File: config.mk
export PLATFORM = sky130hd
export DESIGN_NAME = hilo_muldiv_unit
export DESIGN_NICKNAME = d
export VERILOG_FILES = /design/src/rtl/hilo_pkg.sv /design/src/rtl/div_iter.sv /design/src/rtl/hilo_muldiv_unit.sv
export SDC_FILE = /design/constraint.sdc
export NUM_CORES = 2
export LEC_CHECK = 0
export CAP_MARGIN = 5
export CORE_MARGIN = 2
export CORE_UTILIZATION = 66
export CTS_CLUSTER_DIAMETER = 120
export DETAILED_ROUTE_END_ITERATION = 10
export PLACE_DENSITY = 0.84
export SLEW_MARGIN = 20
export SYNTH_ARGS = -nofsm -noshare
export SYNTH_HDL_FRONTEND = slang
export SYNTH_SLANG_ARGS = --single-unit
File: constraint.sdc
create_clock -name clk -period 16.2 [get_ports clk]
set_clock_uncertainty 0.15 [all_clocks]
set_input_delay 4.86 -clock clk [delete_from_list [all_inputs] [get_ports clk]]
set_output_delay 4.86 -clock clk [all_outputs]
set_load 0.05 [all_outputs]
File: src/rtl/hilo_pkg.sv
`default_nettype none
// ============================================================================
// hilo_pkg : operation codes and FSM state type shared by the HI/LO unit
// Revision : 1.0
// ============================================================================
package hilo_pkg;

   localparam logic [2:0] OP_MULT  = 3'd0;
   localparam logic [2:0] OP_MULTU = 3'd1;
   localparam logic [2:0] OP_DIV   = 3'd2;
   localparam logic [2:0] OP_DIVU  = 3'd3;
   localparam logic [2:0] OP_MTHI  = 3'd4;
   localparam logic [2:0] OP_MTLO  = 3'd5;

   typedef enum logic [1:0] {
      IDLE = 2'd0,
      MUL  = 2'd1,
      DIV  = 2'd2
   } state_t;

endpackage
`default_nettype wire

File: src/rtl/div_iter.sv
`default_nettype none
// ============================================================================
// div_iter : unsigned radix-2 restoring divider, one quotient bit per cycle
// Revision : 1.0
// ============================================================================
module div_iter #(
   parameter int DATA_W = 32
) (
   input  logic              clk,
   input  logic              rst,
   input  logic              start_i,
   input  logic              abort_i,
   input  logic [DATA_W-1:0] dividend_i,
   input  logic [DATA_W-1:0] divisor_i,
   output logic [DATA_W-1:0] quotient_o,
   output logic [DATA_W-1:0] remainder_o,
   output logic              valid_o
);

   localparam int              CNT_W = $clog2(DATA_W + 1);
   localparam logic [CNT_W-1:0] ITERS = CNT_W'(DATA_W);
   localparam logic [CNT_W-1:0] ONE   = CNT_W'(1);

   logic [DATA_W-1:0] quo_q, quo_d;
   logic [DATA_W-1:0] rem_q, rem_d;
   logic [DATA_W-1:0] dvs_q, dvs_d;
   logic [CNT_W-1:0]  cnt_q, cnt_d;
   logic              run_q, run_d;
   logic              valid_q, valid_d;
   logic [DATA_W:0]   w_shifted;
   logic [DATA_W:0]   w_diff;

   // Dividend bits shift out of the quotient register into the remainder.
   assign w_shifted = {rem_q, quo_q[DATA_W-1]};
   assign w_diff    = w_shifted - {1'b0, dvs_q};

   always_comb begin
      quo_d   = quo_q;
      rem_d   = rem_q;
      dvs_d   = dvs_q;
      cnt_d   = cnt_q;
      run_d   = run_q;
      valid_d = 1'b0;
      if (abort_i) begin
         run_d = 1'b0;
      end else if (start_i) begin
         quo_d = dividend_i;
         rem_d = '0;
         dvs_d = divisor_i;
         cnt_d = ITERS;
         run_d = 1'b1;
      end else if (run_q) begin
         quo_d = {quo_q[DATA_W-2:0], ~w_diff[DATA_W]};
         rem_d = w_diff[DATA_W] ? w_shifted[DATA_W-1:0] : w_diff[DATA_W-1:0];
         cnt_d = cnt_q - ONE;
         if (cnt_q == ONE) begin
            run_d   = 1'b0;
            valid_d = 1'b1;
         end
      end
   end

   always_ff @(posedge clk) begin
      if (rst) begin
         quo_q   <= '0;
         rem_q   <= '0;
         dvs_q   <= '0;
         cnt_q   <= '0;
         run_q   <= 1'b0;
         valid_q <= 1'b0;
      end else begin
         quo_q   <= quo_d;
         rem_q   <= rem_d;
         dvs_q   <= dvs_d;
         cnt_q   <= cnt_d;
         run_q   <= run_d;
         valid_q <= valid_d;
      end
   end

   assign quotient_o  = quo_q;
   assign remainder_o = rem_q;
   assign valid_o     = valid_q;

endmodule
`default_nettype wire

File: src/rtl/hilo_muldiv_unit.sv
`default_nettype none
// ============================================================================
// hilo_muldiv_unit : HI/LO registers with multi-cycle multiply/divide engine
// Revision : 1.0
// ============================================================================
module hilo_muldiv_unit
   import hilo_pkg::*;
#(
   parameter int DATA_W  = 32,
   parameter int MUL_LAT = 2
) (
   input  logic              clk,
   input  logic              rst,
   input  logic              start,
   input  logic [2:0]        op,
   input  logic [DATA_W-1:0] a,
   input  logic [DATA_W-1:0] b,
   input  logic              flush,
   output logic              busy,
   output logic              done,
   output logic [DATA_W-1:0] hi_o,
   output logic [DATA_W-1:0] lo_o
);

   localparam int               CNT_W    = (MUL_LAT > 1) ? $clog2(MUL_LAT) : 1;
   localparam logic [CNT_W-1:0] MUL_LOAD = CNT_W'(MUL_LAT - 1);
   localparam logic [CNT_W-1:0] CNT_ONE  = CNT_W'(1);

   state_t              state_q, state_d;
   logic [DATA_W-1:0]   hi_q, hi_d, lo_q, lo_d, a_q, a_d;
   logic [2*DATA_W-1:0] prod_q, prod_d;
   logic [CNT_W-1:0]    cnt_q, cnt_d;
   logic                done_q, done_d;
   logic                qneg_q, qneg_d, rneg_q, rneg_d, bzero_q, bzero_d;

   logic                w_signed, w_a_neg, w_b_neg, w_div_start, w_div_valid;
   logic [2*DATA_W-1:0] w_a_ext, w_b_ext, w_prod;
   logic [DATA_W-1:0]   w_a_mag, w_b_mag, w_quo, w_rem;

   // Extending to full product width lets one unsigned multiplier serve both signednesses.
   assign w_signed = (op == OP_MULT) || (op == OP_DIV);
   assign w_a_neg  = w_signed & a[DATA_W-1];
   assign w_b_neg  = w_signed & b[DATA_W-1];
   assign w_a_ext  = {{DATA_W{w_a_neg}}, a};
   assign w_b_ext  = {{DATA_W{w_b_neg}}, b};
   assign w_prod   = w_a_ext * w_b_ext;
   assign w_a_mag  = w_a_neg ? -a : a;
   assign w_b_mag  = w_b_neg ? -b : b;

   div_iter #(.DATA_W(DATA_W)) u_div_iter (
      .clk         (clk),
      .rst         (rst),
      .start_i     (w_div_start),
      .abort_i     (flush),
      .dividend_i  (w_a_mag),
      .divisor_i   (w_b_mag),
      .quotient_o  (w_quo),
      .remainder_o (w_rem),
      .valid_o     (w_div_valid)
   );

   always_comb begin
      state_d     = state_q;
      hi_d        = hi_q;
      lo_d        = lo_q;
      a_d         = a_q;
      prod_d      = prod_q;
      cnt_d       = cnt_q;
      done_d      = 1'b0;
      qneg_d      = qneg_q;
      rneg_d      = rneg_q;
      bzero_d     = bzero_q;
      w_div_start = 1'b0;
      case (state_q)
         IDLE: begin
            if (start && !flush) begin
               case (op)
                  OP_MULT, OP_MULTU: begin
                     state_d = MUL;
                     prod_d  = w_prod;
                     cnt_d   = MUL_LOAD;
                  end
                  OP_DIV, OP_DIVU: begin
                     state_d     = DIV;
                     w_div_start = 1'b1;
                     a_d         = a;
                     qneg_d      = w_a_neg ^ w_b_neg;
                     rneg_d      = w_a_neg;
                     bzero_d     = (b == '0);
                  end
                  OP_MTHI: begin
                     hi_d   = a;
                     done_d = 1'b1;
                  end
                  OP_MTLO: begin
                     lo_d   = a;
                     done_d = 1'b1;
                  end
                  default: ;
               endcase
            end
         end
         MUL: begin
            if (flush) begin
               state_d = IDLE;
            end else if (cnt_q == '0) begin
               state_d      = IDLE;
               {hi_d, lo_d} = prod_q;
               done_d       = 1'b1;
            end else begin
               cnt_d = cnt_q - CNT_ONE;
            end
         end
         DIV: begin
            if (flush) begin
               state_d = IDLE;
            end else if (w_div_valid) begin
               // Sign fix-up happens in this last cycle, between core result and commit.
               state_d = IDLE;
               done_d  = 1'b1;
               if (bzero_q) begin
                  hi_d = a_q;
                  lo_d = '1;
               end else begin
                  hi_d = rneg_q ? -w_rem : w_rem;
                  lo_d = qneg_q ? -w_quo : w_quo;
               end
            end
         end
         default: state_d = IDLE;
      endcase
   end

   always_ff @(posedge clk) begin
      if (rst) begin
         state_q <= IDLE;
         hi_q    <= '0;
         lo_q    <= '0;
         a_q     <= '0;
         prod_q  <= '0;
         cnt_q   <= '0;
         done_q  <= 1'b0;
         qneg_q  <= 1'b0;
         rneg_q  <= 1'b0;
         bzero_q <= 1'b0;
      end else begin
         state_q <= state_d;
         hi_q    <= hi_d;
         lo_q    <= lo_d;
         a_q     <= a_d;
         prod_q  <= prod_d;
         cnt_q   <= cnt_d;
         done_q  <= done_d;
         qneg_q  <= qneg_d;
         rneg_q  <= rneg_d;
         bzero_q <= bzero_d;
      end
   end

   assign busy = (state_q != IDLE);
   assign done = done_q;
   assign hi_o = hi_q;
   assign lo_o = lo_q;

endmodule
`default_nettype wire

-- Yosys cells after proc, flatten, opt, wreduce, memory -nomap -nowiden
Index checks and enable logic that the tools add are counted.
- register bits after elaboration: 271
- output and inout bits: 66
- input port bits: 71
- reductions and logical operators: 23
- equality and inequality tests: 19
- multipliers: 1
- multiplexer cells: 53
- $add $sub $neg: 7
- bitwise gates (word level): 6
- operator list (operator ; number):
    two-way mux 32 bit ; 23
    one-hot mux 32 bit (3 select lines) ; 2
    negation 32 bit ; 4
    multiplier 33 x 33 -> 64 bit ; 1
    subtractor 33 x 32 -> 33 bit ; 1
    zero test 32 bit ; 1
    two-way mux 1 bit ; 17
    AND reduction 7 bit ; 2
    two-way mux 6 bit ; 2
    two-way mux 2 bit ; 5
    != test 2 x 1 -> 1 bit (second input constant) ; 4
    != test 2 bit (second input constant) ; 4
    AND reduction 4 bit ; 2
    OR reduction 2 bit ; 4
    equality test 3 x 2 -> 1 bit (second input constant) ; 2
    equality test 3 bit (second input constant) ; 2
    equality test 6 x 1 -> 1 bit (second input constant) ; 1
    one-hot mux 2 bit (3 select lines) ; 1
    AND reduction 3 bit ; 2
    nonzero test 2 bit ; 3
    subtractor 6 x 1 -> 6 bit (second input constant) ; 1
    one-hot mux 2 bit (2 select lines) ; 1
    AND reduction 2 bit ; 2
    OR reduction 4 bit ; 1
    18 further kinds ; 21

-- Depth between registers and ports, before layout
- depth after elaboration: 7
- gate-level depth with buffers: 32
- depth with buffers taken out: 29

-- Hierarchy
From an unflattened synthesis, not the netlist that was laid out.
- cell total of the unflattened synthesis: 6358
- area total of the unflattened synthesis: 53632.7 sq um
- by module, submodules not included (module ; cells an instance ; times used ; area an instance (sq um)):
    hilo_muldiv_unit ; 5614 ; 1 ; 47659.5
    div_iter ; 744 ; 1 ; 5973.2

-- Least setup slack after synthesis
OpenSTA, ideal clock, no wires.
- path type: input to register
- start point: input port a[31]
- end point: register prod_q[60]
- path buffers: 4
- data arrival time: 12.767 ns
- slack: 3.160 ns
- stages: 30
- cells stage by stage: clkbuf_1 and2_1 clkbuf_1 clkbuf_1 nand2_1 inv_1 fa_1 inv_1 fa_1 inv_1 fa_1 fa_1 inv_1 fa_1 fa_1 inv_1 fa_1 fa_1 ha_1 clkbuf_1 nand4_1 nor2_1 nand4_1 a211o_1 a211oi_1 o21ai_1 a31oi_1 a41o_1 mux2_1 a311o_1
- word-level cells in the longest chain between the ends: 2
- RTL lines (item ; line ; RTL):
    start, declared ; hilo_muldiv_unit.sv:16 ; input logic [DATA_W-1:0] a,
    AND 1 bit ; hilo_muldiv_unit.sv:42 ; assign w_a_neg = w_signed & a[DATA_W-1];
    multiplier 33 x 33 -> 64 bit * ; hilo_muldiv_unit.sv:46 ; assign w_prod = w_a_ext * w_b_ext;
    end signal, assigned ; hilo_muldiv_unit.sv:151 ; prod_q <= prod_d;
    end, declared ; hilo_muldiv_unit.sv:31 ; logic [2*DATA_W-1:0] prod_q, prod_d;
Mark *: on every way between the ends. The rest lies on a longest branch, timed or not.
A chain may end at the register's enable or synchronous reset.

-- Worst setup path in the final report
- start point: input port op[2]
- end point: register prod_q[60]
- word-level cells in the longest chain between the ends: 4
- elaborated cells between the ends (all ways): 9
- RTL lines (item ; line ; RTL):
    start, declared ; hilo_muldiv_unit.sv:15 ; input logic [2:0] op,
    equality test 3 x 2 -> 1 bit or zero test 3 bit (tied branches) ; hilo_muldiv_unit.sv:41, hilo_muldiv_unit.sv:77 ;
    logical OR 1 bit ; hilo_muldiv_unit.sv:41 ; assign w_signed = (op == OP_MULT) || (op == OP_DIV);
    AND 1 bit (on tied branches) ; hilo_muldiv_unit.sv:42, hilo_muldiv_unit.sv:43 ;
    multiplier 33 x 33 -> 64 bit ; hilo_muldiv_unit.sv:46 ;
Several ways; a longest one is shown, not always the timed one.

==> results.json <==
{
  "outcome": "finished clean",
  "ys_types": 69,
  "gp_congestion": 0.978,
  "min_path_type": "reg -> reg",
  "slew-limit-headroom_pct": 23.4,
  "end_kind": "flop",
  "cts_tree": "done",
  "syn_to_final_growth_pct": 5.02,
  "antenna_found_initial": 4,
  "hold_violations": 0,
  "synth_compound_area_share_pct": 9.26,
  "grt_pass1_vias": 46100,
  "min-delay-start": "a_q[28]",
  "syn-num-nets": 7793,
  "min_to": "a_q[28]",
  "drive_above_1_share_pct": 3.12,
  "die_h_um": 288,
  "drt_iter0_drc": 4746,
  "antenna_left": 0,
  "yosysWarnings": 0,
  "synth.yosys.seq_area_share_pct": 10.2,
  "rr_startpoint": "u_div_iter.quotient_o[31]",
  "firstDrtPassIters": 8,
  "maxCapViolCount": 0,
  "syn_inst": 6342,
  "htree_levels": 1,
  "finalSetupViolations": 0,
  "initial_core_util_pct": 66.4,
  "rr_endpoint": "u_div_iter.remainder_o[13]",
  "rsz0062_at_grt": "false",
  "ys_ff_latch": 271,
  "synthAdderAreaFrac_pct": 48.2,
  "fmax_mhz": 70.7,
  "io_buffers": 136,
  "critical_path_peak_fanout": 23,
  "grtUsageTotal_pct": 39.3,
  "grt_max_degree": 101,
  "synth_xor_area_share_pct": 3.68,
  "viasPerCell": 6.09,
  "crit_path_frequent_cell": "fa_1",
  "finalWorstSetupSlack_ns": 2.05,
  "clock_latency_ns": 0.60,
  "io_pins": 137,
  "clock_path_buffers": 3,
  "final_nets": 7624,
  "synth_edf_count": 0,
  "min_period_ns": 14.15,
  "synth.area.mux_share_pct": 0.530,
  "cp.arrival_ns": 14.44,
  "std_cell_rows": 104,
  "fin_tns_setup_ns": 0,
  "fin_util_pct": 69.8,
  "core_um2": 80300,
  "required_ns": 16.49,
  "routed_wl_um": 158000,
  "place.detailed.hpwl_um": 119000,
  "worst_pin_slew_ns": 1.15,
  "synth_simple_gate_area_share_pct": 16.6,
  "reg2regPathDepth": 15,
  "wl_per_cell_um": 21.8,
  "cts_setup_buffers": 0,
  "final_cell_mix": "1,205 x inv_1, 1,201 x nand2_1, 1,125 x fa_1, 293 x and2_1, 292 x nor2_1",
  "die_area_um2": 83100,
  "vias": 44200,
  "syn_avg_cell_area_um2": 8.41,
  "drv_slew": 0,
  "grt_first_pass_wirelength_um": 253000,
  "r2r_slack_ns": 11.52,
  "synth_top_family_by_area": "adder cells",
  "async_flop_share_pct": 0,
  "syn_area_um2": 53300,
  "crit_slowest_cell": "nand2_1",
  "layout_commonest_cell": "inv_1",
  "drc": 0,
  "clkSlewWorstSetupHoldPaths_ns": 0.07,
  "overflow": 0,
  "crit_path_start_kind": "primary input",
  "post_cts_resized": 0,
  "cts_made_buffers": 26,
  "cts_root_buf": "clkbuf_16",
  "hold_buffers": 0,
  "die_x_um": 288,
  "cpPeakStageDelay_ns": 0.65,
  "synthFlopType": "dfxtp_1",
  "fin_crit_sh_pct": 87.3,
  "whs_path_depth": 2,
  "cts.sinks": 271,
  "critPathKind": "in -> reg",
  "dp_slack_ns": 1.65
}
-- layer usage --
metal,vias to the layer above,share of wire (%),global-route usage [%]
li1,18900,-,-
met1,21700,36,52.3
met2,2918,45,61.0
met3,663,13,8.93
met4,4,6.2,19.6
met5,-,0.015,0
-- flip-flops by register name, summed over array words and instances (netlist names), 2 cells and up --
| name | count |
|---|---|
| u_div_iter.remainder_o | 32 |
| lo_o | 32 |
| u_div_iter.dvs_q | 32 |
| u_div_iter.quotient_o | 32 |
| u_div_iter.cnt_q | 6 |
| a_q | 32 |
| hi_o | 32 |
| state_q | 2 |
| prod_q | 64 |
-- worst max path at each step --
stage | start | endpoint | slack, ns | cells after the start
finish | op[2] | prod_q[60] | 2.05 | 29
detailed placement | op[2] | prod_q[60] | 1.65 | 28
global placement | op[2] | prod_q[60] | 1.56 | 24
CTS | op[2] | prod_q[60] | 2.19 | 28
floorplan | a[31] | prod_q[60] | 3.16 | 30
global route | op[2] | prod_q[60] | 1.74 | 28
-- through the flow --
| step | instances | instance area, µm² | hold slack, ns |
|---|---|---|---|
| floorplan | 6342 | 53300 | 0.282 |
| global placement | 7205 | 55000 | 0.288 |
| detailed placement | 7205 | 55000 | 0.296 |
| CTS | 7253 | 56000 | 0.304 |
| global route | 7255 | 56000 | 0.321 |
| finish | 7255 | 56000 | 0.306 |
-- logic make-up (layout without fill, tap and decap cells) --
kind of cell	count (synthesis)	count (layout)
and+or+nand+nor	2026	2026
adders and majority gates	1380	1380
muxes	28	28
AOI/OAI and AO/OA	786	786
xor gates and xnor gates	223	223
buffers and inverters	1628	1479
other	0	2
DFF	271	271
-- final cells by class --
type / instances / area (µm²)
clock buffer: 31 / 699
antenna: 2 / 5.00
sequential: 271 / 5430
fill: 6045 / 24300
multi-input combinational: 4443 / 41800
timing repair buffer: 226 / 1910
inverter: 1205 / 4520
clock inverter: 17 / 278
tap: 1060 / 1330
-- synthesized netlist by cell type, types with 4 or more instances --
master	instances	area (µm²)
xor2_1	87	762
nand3_1	43	215
nor3_1	46	230
and2_1	294	1840
a21boi_0	8	60.1
a311oi_1	82	718
a21o_1	37	278
o21bai_1	18	135
nand4_1	25	156
nand2b_1	19	119
a221oi_1	5	43.8
or2_2	6	37.5
mux2i_1	26	260
nor3b_1	4	30.0
dfxtp_1	271	5430
nor2b_1	5	31.3
a21oi_1	290	1450
o21ai_1	4	20.0
o21a_1	13	97.6
clkbuf_1	346	1300
o22ai_1	5	31.3
inv_1	1205	4520
a31oi_1	18	113
o211ai_1	14	105
o21ai_0	163	816
and3_1	26	163
nand2_1	1202	4510
xnor2_1	135	1180
or3_1	19	119
o31ai_1	35	263
a211oi_1	50	375
ha_1	254	3180
o41ai_1	13	114
nor2_1	293	1100
fa_1	1126	22500
buf_1	74	278
nor4_1	17	106
or4_1	14	105
-- worst max-delay path: cells and delay by family --
| kind | cells | cell delay [ns] |
|---|---|---|
| mux | 1 | 0.32 |
| simple gates | 6 | 1.52 |
| compound gates | 6 | 1.83 |
| fa+ha+maj | 9 | 4.20 |
| buf+inv | 7 | 1.66 |
Power is not shown: default switching activity piles up to over one toggle a cycle in this logic, so the estimate is an artifact.
